[config.mk]
export PLATFORM = sky130hd
export DESIGN_NAME = mem_arbiter
export DESIGN_NICKNAME = d
export VERILOG_FILES = /design/src/rtl/mem_arbiter_pkg.sv /design/src/rtl/mem_arbiter_rr.sv /design/src/rtl/mem_arbiter.sv
export SDC_FILE = /design/constraint.sdc
export NUM_CORES = 1
export LEC_CHECK = 0
export CAP_MARGIN = 15
export CORE_UTILIZATION = 44
export CTS_BUF_LIST = sky130_fd_sc_hd__clkbuf_4
export CTS_CLUSTER_DIAMETER = 100
export CTS_CLUSTER_SIZE = 14
export DETAILED_ROUTE_END_ITERATION = 6
export PLACE_DENSITY = 0.79
export SYNTH_ARGS = -nofsm -noshare
export SYNTH_HDL_FRONTEND = slang
export SYNTH_SLANG_ARGS = --single-unit
[constraint.sdc]
create_clock -name clk -period 3.15 [get_ports clk]
set_clock_uncertainty 0.05 [all_clocks]
set_input_delay 0.63 -clock clk [delete_from_list [all_inputs] [get_ports clk]]
set_output_delay 0.63 -clock clk [all_outputs]
set_load 0.1 [all_outputs]
[src/rtl/mem_arbiter_pkg.sv]
// Shared types and constants for the two-port memory arbiter.
package mem_arbiter_pkg;

    typedef enum logic [1:0] {
        IDLE      = 2'd0,
        WRITE     = 2'd1,
        READ_WAIT = 2'd2,
        RESP      = 2'd3
    } state_t;

    localparam logic       REQ_CPU  = 1'b0;
    localparam logic       REQ_WASM = 1'b1;
    localparam logic [7:0] ERR_DATA = 8'hFF;
    localparam int         TIMEOUT_CYCLES_DEFAULT = 16;

endpackage

[src/rtl/mem_arbiter_rr.sv]
// Two-way round-robin picker: on a tie the requester that did not win last time gets the grant.
module mem_arbiter_rr (
    input  logic [1:0] req_i,
    input  logic       last_i,
    output logic       grant_o,
    output logic       valid_o
);

    always_comb begin
        valid_o = |req_i;
        if (&req_i) begin
            grant_o = ~last_i;
        end else begin
            grant_o = req_i[1];
        end
    end

endmodule

[src/rtl/mem_arbiter.sv]
// Round-robin arbiter/sequencer for the shared byte-wide memory with a one-entry read shadow.
// Optional read timeout is compiled in with MEM_ARBITER_TIMEOUT_EN.
module mem_arbiter
    import mem_arbiter_pkg::*;
#(
    parameter int TIMEOUT_CYCLES = TIMEOUT_CYCLES_DEFAULT
) (
    input  logic        clk,
    input  logic        rst,
    input  logic [31:0] r0_addr,
    input  logic [7:0]  r0_wdata,
    input  logic        r0_read_en,
    input  logic        r0_write_en,
    output logic [7:0]  r0_rdata,
    output logic        r0_ready,
    input  logic [31:0] r1_addr,
    input  logic [7:0]  r1_wdata,
    input  logic        r1_read_en,
    input  logic        r1_write_en,
    output logic [7:0]  r1_rdata,
    output logic        r1_ready,
    output logic [31:0] mem_addr,
    output logic [7:0]  mem_data_in,
    output logic        memory_read_en,
    output logic        memory_write_en,
    input  logic [7:0]  mem_data_out,
    input  logic        mem_ready,
    output logic        grant_id,
    output logic        err
);

    state_t      state_q, state_d;
    logic        grant_q, grant_d;
    logic [31:0] mem_addr_q, mem_addr_d;
    logic [7:0]  mem_data_in_q, mem_data_in_d;
    logic        mem_rd_q, mem_rd_d;
    logic        mem_wr_q, mem_wr_d;
    logic [7:0]  rdata_q, rdata_d;
    logic        shadow_valid_q, shadow_valid_d;
    logic [31:0] shadow_addr_q, shadow_addr_d;
    logic [7:0]  shadow_data_q, shadow_data_d;

    logic        pick;
    logic        pick_valid;
    logic [31:0] sel_addr;
    logic [7:0]  sel_wdata;
    logic        sel_write;

    mem_arbiter_rr u_rr (
        .req_i   ({r1_read_en | r1_write_en, r0_read_en | r0_write_en}),
        .last_i  (grant_q),
        .grant_o (pick),
        .valid_o (pick_valid)
    );

    // Write enable dominates when a requester raises both enables.
    assign sel_addr  = pick ? r1_addr     : r0_addr;
    assign sel_wdata = pick ? r1_wdata    : r0_wdata;
    assign sel_write = pick ? r1_write_en : r0_write_en;

`ifdef MEM_ARBITER_TIMEOUT_EN
    localparam int CNT_W = $clog2(TIMEOUT_CYCLES + 1);
    logic [CNT_W-1:0] cnt_q, cnt_d;
    logic             err_q, err_d;
`else
    logic unused_timeout_cfg;
    assign unused_timeout_cfg = (TIMEOUT_CYCLES > 0);
`endif

    always_comb begin
        state_d        = state_q;
        grant_d        = grant_q;
        mem_addr_d     = mem_addr_q;
        mem_data_in_d  = mem_data_in_q;
        mem_rd_d       = mem_rd_q;
        mem_wr_d       = 1'b0;
        rdata_d        = rdata_q;
        shadow_valid_d = shadow_valid_q;
        shadow_addr_d  = shadow_addr_q;
        shadow_data_d  = shadow_data_q;
`ifdef MEM_ARBITER_TIMEOUT_EN
        cnt_d          = cnt_q;
        err_d          = 1'b0;
`endif
        case (state_q)
            IDLE: begin
                if (pick_valid) begin
                    grant_d       = pick;
                    mem_addr_d    = sel_addr;
                    mem_data_in_d = sel_wdata;
                    if (sel_write) begin
                        mem_wr_d = 1'b1;
                        state_d  = WRITE;
                    end else if (shadow_valid_q && (sel_addr == shadow_addr_q)) begin
                        rdata_d = shadow_data_q;
                        state_d = RESP;
                    end else begin
                        mem_rd_d = 1'b1;
                        state_d  = READ_WAIT;
`ifdef MEM_ARBITER_TIMEOUT_EN
                        cnt_d    = '0;
`endif
                    end
                end
            end
            WRITE: begin
                // The memory forgets its last read address on any write, so the shadow must too.
                shadow_valid_d = 1'b0;
                state_d        = RESP;
            end
            READ_WAIT: begin
                if (mem_ready) begin
                    rdata_d        = mem_data_out;
                    shadow_valid_d = 1'b1;
                    shadow_addr_d  = mem_addr_q;
                    shadow_data_d  = mem_data_out;
                    mem_rd_d       = 1'b0;
                    state_d        = RESP;
                end
`ifdef MEM_ARBITER_TIMEOUT_EN
                else if (cnt_q == CNT_W'(TIMEOUT_CYCLES - 1)) begin
                    rdata_d  = ERR_DATA;
                    err_d    = 1'b1;
                    mem_rd_d = 1'b0;
                    state_d  = RESP;
                end else begin
                    cnt_d = cnt_q + CNT_W'(1);
                end
`endif
            end
            RESP: begin
                state_d = IDLE;
            end
            default: begin
                state_d  = IDLE;
                mem_rd_d = 1'b0;
            end
        endcase
    end

    always_ff @(posedge clk or posedge rst) begin
        if (rst) begin
            state_q        <= IDLE;
            grant_q        <= REQ_WASM;
            mem_addr_q     <= '0;
            mem_data_in_q  <= '0;
            mem_rd_q       <= 1'b0;
            mem_wr_q       <= 1'b0;
            rdata_q        <= '0;
            shadow_valid_q <= 1'b0;
            shadow_addr_q  <= '0;
            shadow_data_q  <= '0;
        end else begin
            state_q        <= state_d;
            grant_q        <= grant_d;
            mem_addr_q     <= mem_addr_d;
            mem_data_in_q  <= mem_data_in_d;
            mem_rd_q       <= mem_rd_d;
            mem_wr_q       <= mem_wr_d;
            rdata_q        <= rdata_d;
            shadow_valid_q <= shadow_valid_d;
            shadow_addr_q  <= shadow_addr_d;
            shadow_data_q  <= shadow_data_d;
        end
    end

`ifdef MEM_ARBITER_TIMEOUT_EN
    always_ff @(posedge clk or posedge rst) begin
        if (rst) begin
            cnt_q <= '0;
            err_q <= 1'b0;
        end else begin
            cnt_q <= cnt_d;
            err_q <= err_d;
        end
    end
    assign err = err_q;
`else
    assign err = 1'b0;
`endif

    assign r0_ready        = (state_q == RESP) && (grant_q == REQ_CPU);
    assign r1_ready        = (state_q == RESP) && (grant_q == REQ_WASM);
    assign r0_rdata        = rdata_q;
    assign r1_rdata        = rdata_q;
    assign mem_addr        = mem_addr_q;
    assign mem_data_in     = mem_data_in_q;
    assign memory_read_en  = mem_rd_q;
    assign memory_write_en = mem_wr_q;
    assign grant_id        = grant_q;

endmodule

### After elaboration in Yosys (flattened, before gate mapping)

Cells that the tools add are included.

* equal/unequal tests: 9
* muxes and demuxes: 24
* bitwise operators: 3
* reductions and logical operators: 14

Operator list (count)
* two-way mux 8 bit: 5
* == test 32 bit: 1
* two-way mux 32 bit: 1
* case mux 8 bit (2 select lines): 1
* two-way mux 1 bit: 11
* inequality test 2 bit, second input constant: 5
* AND reduction 2 bit: 5
* AND reduction 5 bit: 2
* case mux 2 bit (4 select lines): 1
* two-way mux 2 bit: 3
* == test 2 bit, second input constant: 2
* case mux 1 bit (2 select lines): 2
* nonzero test 2 bit: 2
* logical AND 1 bit: 3
* == test 2 x 1 -> 1 bit, second input constant: 1
* zero test 2 bit: 1
* OR 1 bit: 2
* OR reduction 2 bit: 1
* NOT 1 bit: 1

* register bits after elaboration: 94
* bits of input ports: 95
* word-level logic and storage cells: 60

### Longest topological paths before layout

Gate-level depths: netlist of run 1.

* depth in word-level cells: 10
* mapped depth: 11

### Hierarchy

A second synthesis of run 1 with hierarchy kept.

* cells, all modules: 393
* area total of the unflattened synthesis: 4570.6 um2

By module, submodules not included
* mem_arbiter: times used 1, cells an instance 391, area an instance 4556.9 um2, seq. area each 2353.5 um2
* mem_arbiter_rr: times used 1, cells an instance 2, area an instance 13.8 um2, seq. area each 0.0 um2

### Worst setup path before layout of run 1

Ideal clock, no wire load.

* path type: reg2reg
* start: register grant_q, in the netlist grant_id
* end: register rdata_q[0], in the netlist r0_rdata[0]
* setup time: 0.126 ns
* arrival: 3.063 ns
* required time: 2.974 ns
* slack: -0.089 ns
* cell stages (with the launch flop): 9
* buffers on the path: 0
* path through: dfstp_2 -> o21a_2 -> o21ai_1 -> and3_1 -> or4b_1 -> nor4_2 -> nand4_2 -> a21boi_4 -> mux2_4

* longest elaborated chain between the ends: 7
* elaborated cells between the ends (all ways): 9
* classes of those cells: eq/ne (3); mux (3); bitwise (1); reduce/logical (2)

RTL lines
* start: declaration: line mem_arbiter.sv:33 `logic grant_q, grant_d;`
* start signal: assignment: line mem_arbiter.sv:155 `grant_q <= grant_d;`
* NOT 1 bit *: line mem_arbiter_rr.sv:12 `grant_o = ~last_i;`
* two-way mux 1 bit *: line mem_arbiter_rr.sv:11 `if (&req_i) begin`
* two-way mux 32 bit: line mem_arbiter.sv:57 `assign sel_addr = pick ? r1_addr : r0_addr;`
* == test 32 bit: line mem_arbiter.sv:94 `end else if (shadow_valid_q && (sel_addr == shadow_addr_q)) begin`
* logical AND 1 bit: line mem_arbiter.sv:94
* inequality test 2 bit (no source line)
* AND reduction 5 bit (no source line) *
* end signal: assignment: line mem_arbiter.sv:160 `rdata_q <= rdata_d;`
* end: declaration: line mem_arbiter.sv:38 `logic [7:0] rdata_q, rdata_d;`

Every way passes the cells marked *; elsewhere a longest branch is shown, timed or not.
A chain may end at the register's enable or synchronous reset.

### Final worst setup path of run 1

* start: register grant_q, in the netlist grant_id
* end: register rdata_q[2], in the netlist r0_rdata[2]

The elaborated chain is that of the path after synthesis.

==> results of run 1 <==
-- registers in the layout, summed over array words and instances, names as in the netlist --
register / cells
shadow_valid_q: 1
r0_rdata: 8
shadow_addr_q: 32
mem_data_in: 8
grant_id: 1
memory_write_en: 1
mem_addr: 32
memory_read_en: 1
shadow_data_q: 8
state_q: 2
-- layout by cell type, fill, tap and decap left out, types with 7 or more instances in the layout --
cell type        netlist  layout
o21ai_1                1      12
dfrtp_1               93      93
nand2_1               46      44
mux2_4                 8       8
o21bai_1               7       7
buf_4                 10     103
clkdlybuf4s50_1        0      90
nor2_1                12      12
nand4b_1               7       7
nand3_1               37      36
and3_1                17      17
mux2i_1                8       8
o21ai_0               65      52
buf_12                 0       9
a21boi_1               8       8
clkbuf_4               0       9
a21oi_1               28      28
and2_1                23      23
mux2_2                48      48
-- area by class of cell --
type	count	area (µm²)	area share
Antenna cell	1	2.50	0.000352
Clock buffer	9	67.6	0.00952
Clock inverter	7	65.1	0.00916
Inverter	5	21.3	0.00300
Multi-Input combinational cell	360	2510	0.354
Sequential cell	94	2360	0.332
Tap cell	140	175	0.0247
Timing Repair Buffer	206	1900	0.267
-- worst max-delay path by stage --
stage           startpoint           to  slack [ns]  cells past startpoint
4_1_cts        r1_write_en  r0_rdata[7]       0.003                     11
5_1_grt           grant_id  r0_rdata[7]       0.004                     11
2_1_floorplan          rst  mem_addr[0]        0.02                      1
6_report          grant_id  r0_rdata[2]        0.15                     11
3_3_place_gp   r1_write_en  r0_rdata[0]       -0.48                     11
3_5_place_dp   r1_write_en  r0_rdata[5]       -0.55                     11
-- worst max-delay path: cells and delay by family, from the launching register on --
family	cells	cell delay, ns
flops	1	0.69
buf+inv	3	0.46
mux	1	0.30
simple gates	4	0.89
compound gates	3	0.50
-- kinds of logic after synthesis --
| family | count (synthesis) | share of synthesized area |
|---|---|---|
| fa+ha+maj | 3 | 0.00753 |
| buf+inv | 41 | 0.0416 |
| mux | 64 | 0.149 |
| other cells | 1 | 0.000752 |
| compound gates | 121 | 0.138 |
| flops | 94 | 0.472 |
| simple gates | 171 | 0.192 |
-- metrics by stage --
| step | util | setup WS (ns) |
|---|---|---|
| after floorplan | - | 0.0230 |
| after CTS | 0.645 | 0.00324 |
| final | 0.649 | 0.149 |
| after global placement | 0.628 | -0.483 |
| after detailed placement | 0.628 | -0.545 |
| after global routing | 0.649 | 0.00350 |
-- repair_timing --
action	CTS	global route
setup endpoints to repair	8	8
pin swaps	4	5
resized for setup	17	15
setup buffers	0	1
-- routing by layer --
| layer | track usage | share of wire |
|---|---|---|
| met5 | 0 | 0 |
| met4 | 0.101 | 0.031 |
| met3 | 0.0380 | 0.048 |
| met2 | 0.420 | 0.51 |
| met1 | 0.290 | 0.41 |
==> results by group, run 1 <==
Place
  – IO buf count: 155
  – Placer congestion estimate: 0.842
  – Dpl cell area: 0.00687 mm²
  – Dpl cells: 804
  – DP HPWL: 10200 µm

Logic synthesis
  – Most common cell in the netlist: dfrtp_1
  – Top_reg_cell synth: dfrtp_1
  – Synth Instances: 495
  – Post-synthesis instance area: 0.00499 mm²
  – Syn_nets: 593
  – Post-synth EDFFs: 0
  – Synth top area share: 0.467
  – Asr flop ratio synth: 1.00
  – Post-Syn Area per Cell: 10.1 µm²
  – Synth cell count leaders: 93 x dfrtp_1, 65 x o21ai_0, 48 x mux2_2, 46 x nand2_1, 37 x nand3_1
  – Netlist cell types: 49
  – Number of synthesized register bits: 94
  – Largest area contributor in the netlist: dfrtp_1
  – Synth area leaders: dfrtp_1 47%, mux2_2 11%, o21ai_0 6.5%, nand3_1 3.7%, nand2_1 3.5%
  – Sequential share of the synthesized area: 0.472
  – Ys Warns: 0

Clocking
  – Maximum buffer depth of the clock tree: 2
  – Root Buffer: clkbuf_4
  – Hold buffer count at CTS: 0
  – H-tree Lvls: 3
  – Cts bufs inserted: 9
  – Worst-skew pair later-pin latency: 0.43 ns
  – CTS tree: built
  – Worst-path clk slew: 0.14 ns
  – CTS Sinks: 94

Global routing
  – Global route overflow: 0
  – Pin count of the biggest net entering global routing: 51
  – Overall routing resource usage: 0.239
  – Antenna violations before repair: 1
  – First-pass GRT wire length: 21700 µm
  – Vias in the first global route: 4615

Worst setup path
  – Reg-to-reg critical path startpoint: grant_id
  – CP Data Required Time: 3.42 ns
  – Depth of the most critical reg-to-reg path: 11
  – Reg2reg end: r0_rdata[2]
  – Endpoint class of the critical path: flop
  – Slowest cell on crit path: dfstp_4
  – FF-to-FF setup slack: 0.15 ns
  – CP arrival: 3.27 ns
  – Crit-path cells: o21ai_4 > buf_12 > buf_4 > a21boi_1 > or3b_2 > nand4b_1 > nor4_4 > nand4_4 > a21boi_4 > buf_12 > mux2_4
  – Setup Crit Path Kind: flop to flop
  – Worst path max stage delay: 0.69 ns
  – Startpoint types: flop
  – Crit-path max FO: 19
  – CP most frequent cell: buf_12

Flow run
  – Max_cap viols: 0

Route
  – 1st-iter DRT viols: 229
  – Vias/cell: 5.50
  – DR pass1 iterations: 5
  – DR vias: 4521
  – Remaining DRCs: 0
  – Antenna Nets Post-Route: 0
  – Drt wl/cell: 16.7 µm
  – WL final: 13700 µm

Timing
  – Fmax: 333 MHz
  – Hold slack: 0.449 ns
  – RSZ-0062 raised after global routing: false
  – Min Clock Period, post-route: 3.00 ns
  – Slew HR: 0.582
  – Post-route clock period utilization: 0.953
  – Tightest Pin Transition: 0.627 ns
  – Final setup viols: 0
  – Total negative slack: 0 ns
  – Hold Violations, Final: 0
  – Slew Viols, Final: 0

Hold path
  – Hold path endpoint: mem_data_in[2]
  – Worst hold stages: 2
  – Worst Hold Launch: mem_data_in[2]
  – Hold crit path type: flop to flop

Cells and area
  – Fin nets: 774
  – Area Growth Syn to Fin: 42.3%
  – Layout cells sized above 1: 0.304
  – Layout fillers: 871
  – Non-filler cells, final: 822
  – Post-route cell area: 0.00710 mm²

Die
  – I/O Pins: 157
  – Cell row count: 38
  – Core ar.: 0.0109 mm²
  – Starting Density: 0.456
  – Die height: 108 µm
  – Die Wd: 108 µm
  – Die ar.: 0.0118 mm²

Outcome
  – Status: finished clean
Power of run 1 is not shown: default switching activity piles up to over one toggle a cycle in this logic, so the estimate is an artifact.
==> run 2: changes to the inputs <==
--- a/config.mk
+++ b/config.mk
@@ -12,6 +12,7 @@
 export CTS_CLUSTER_SIZE = 14
 export DETAILED_ROUTE_END_ITERATION = 6
 export PLACE_DENSITY = 0.79
+export SKIP_LAST_GASP = 1
 export SYNTH_ARGS = -nofsm -noshare
 export SYNTH_HDL_FRONTEND = slang
 export SYNTH_SLANG_ARGS = --single-unit
==> results of run 2 <==
Same layout as run 1: the final DEF is identical, and so are final timing and power.
Power of run 2 is left out for the same reason.
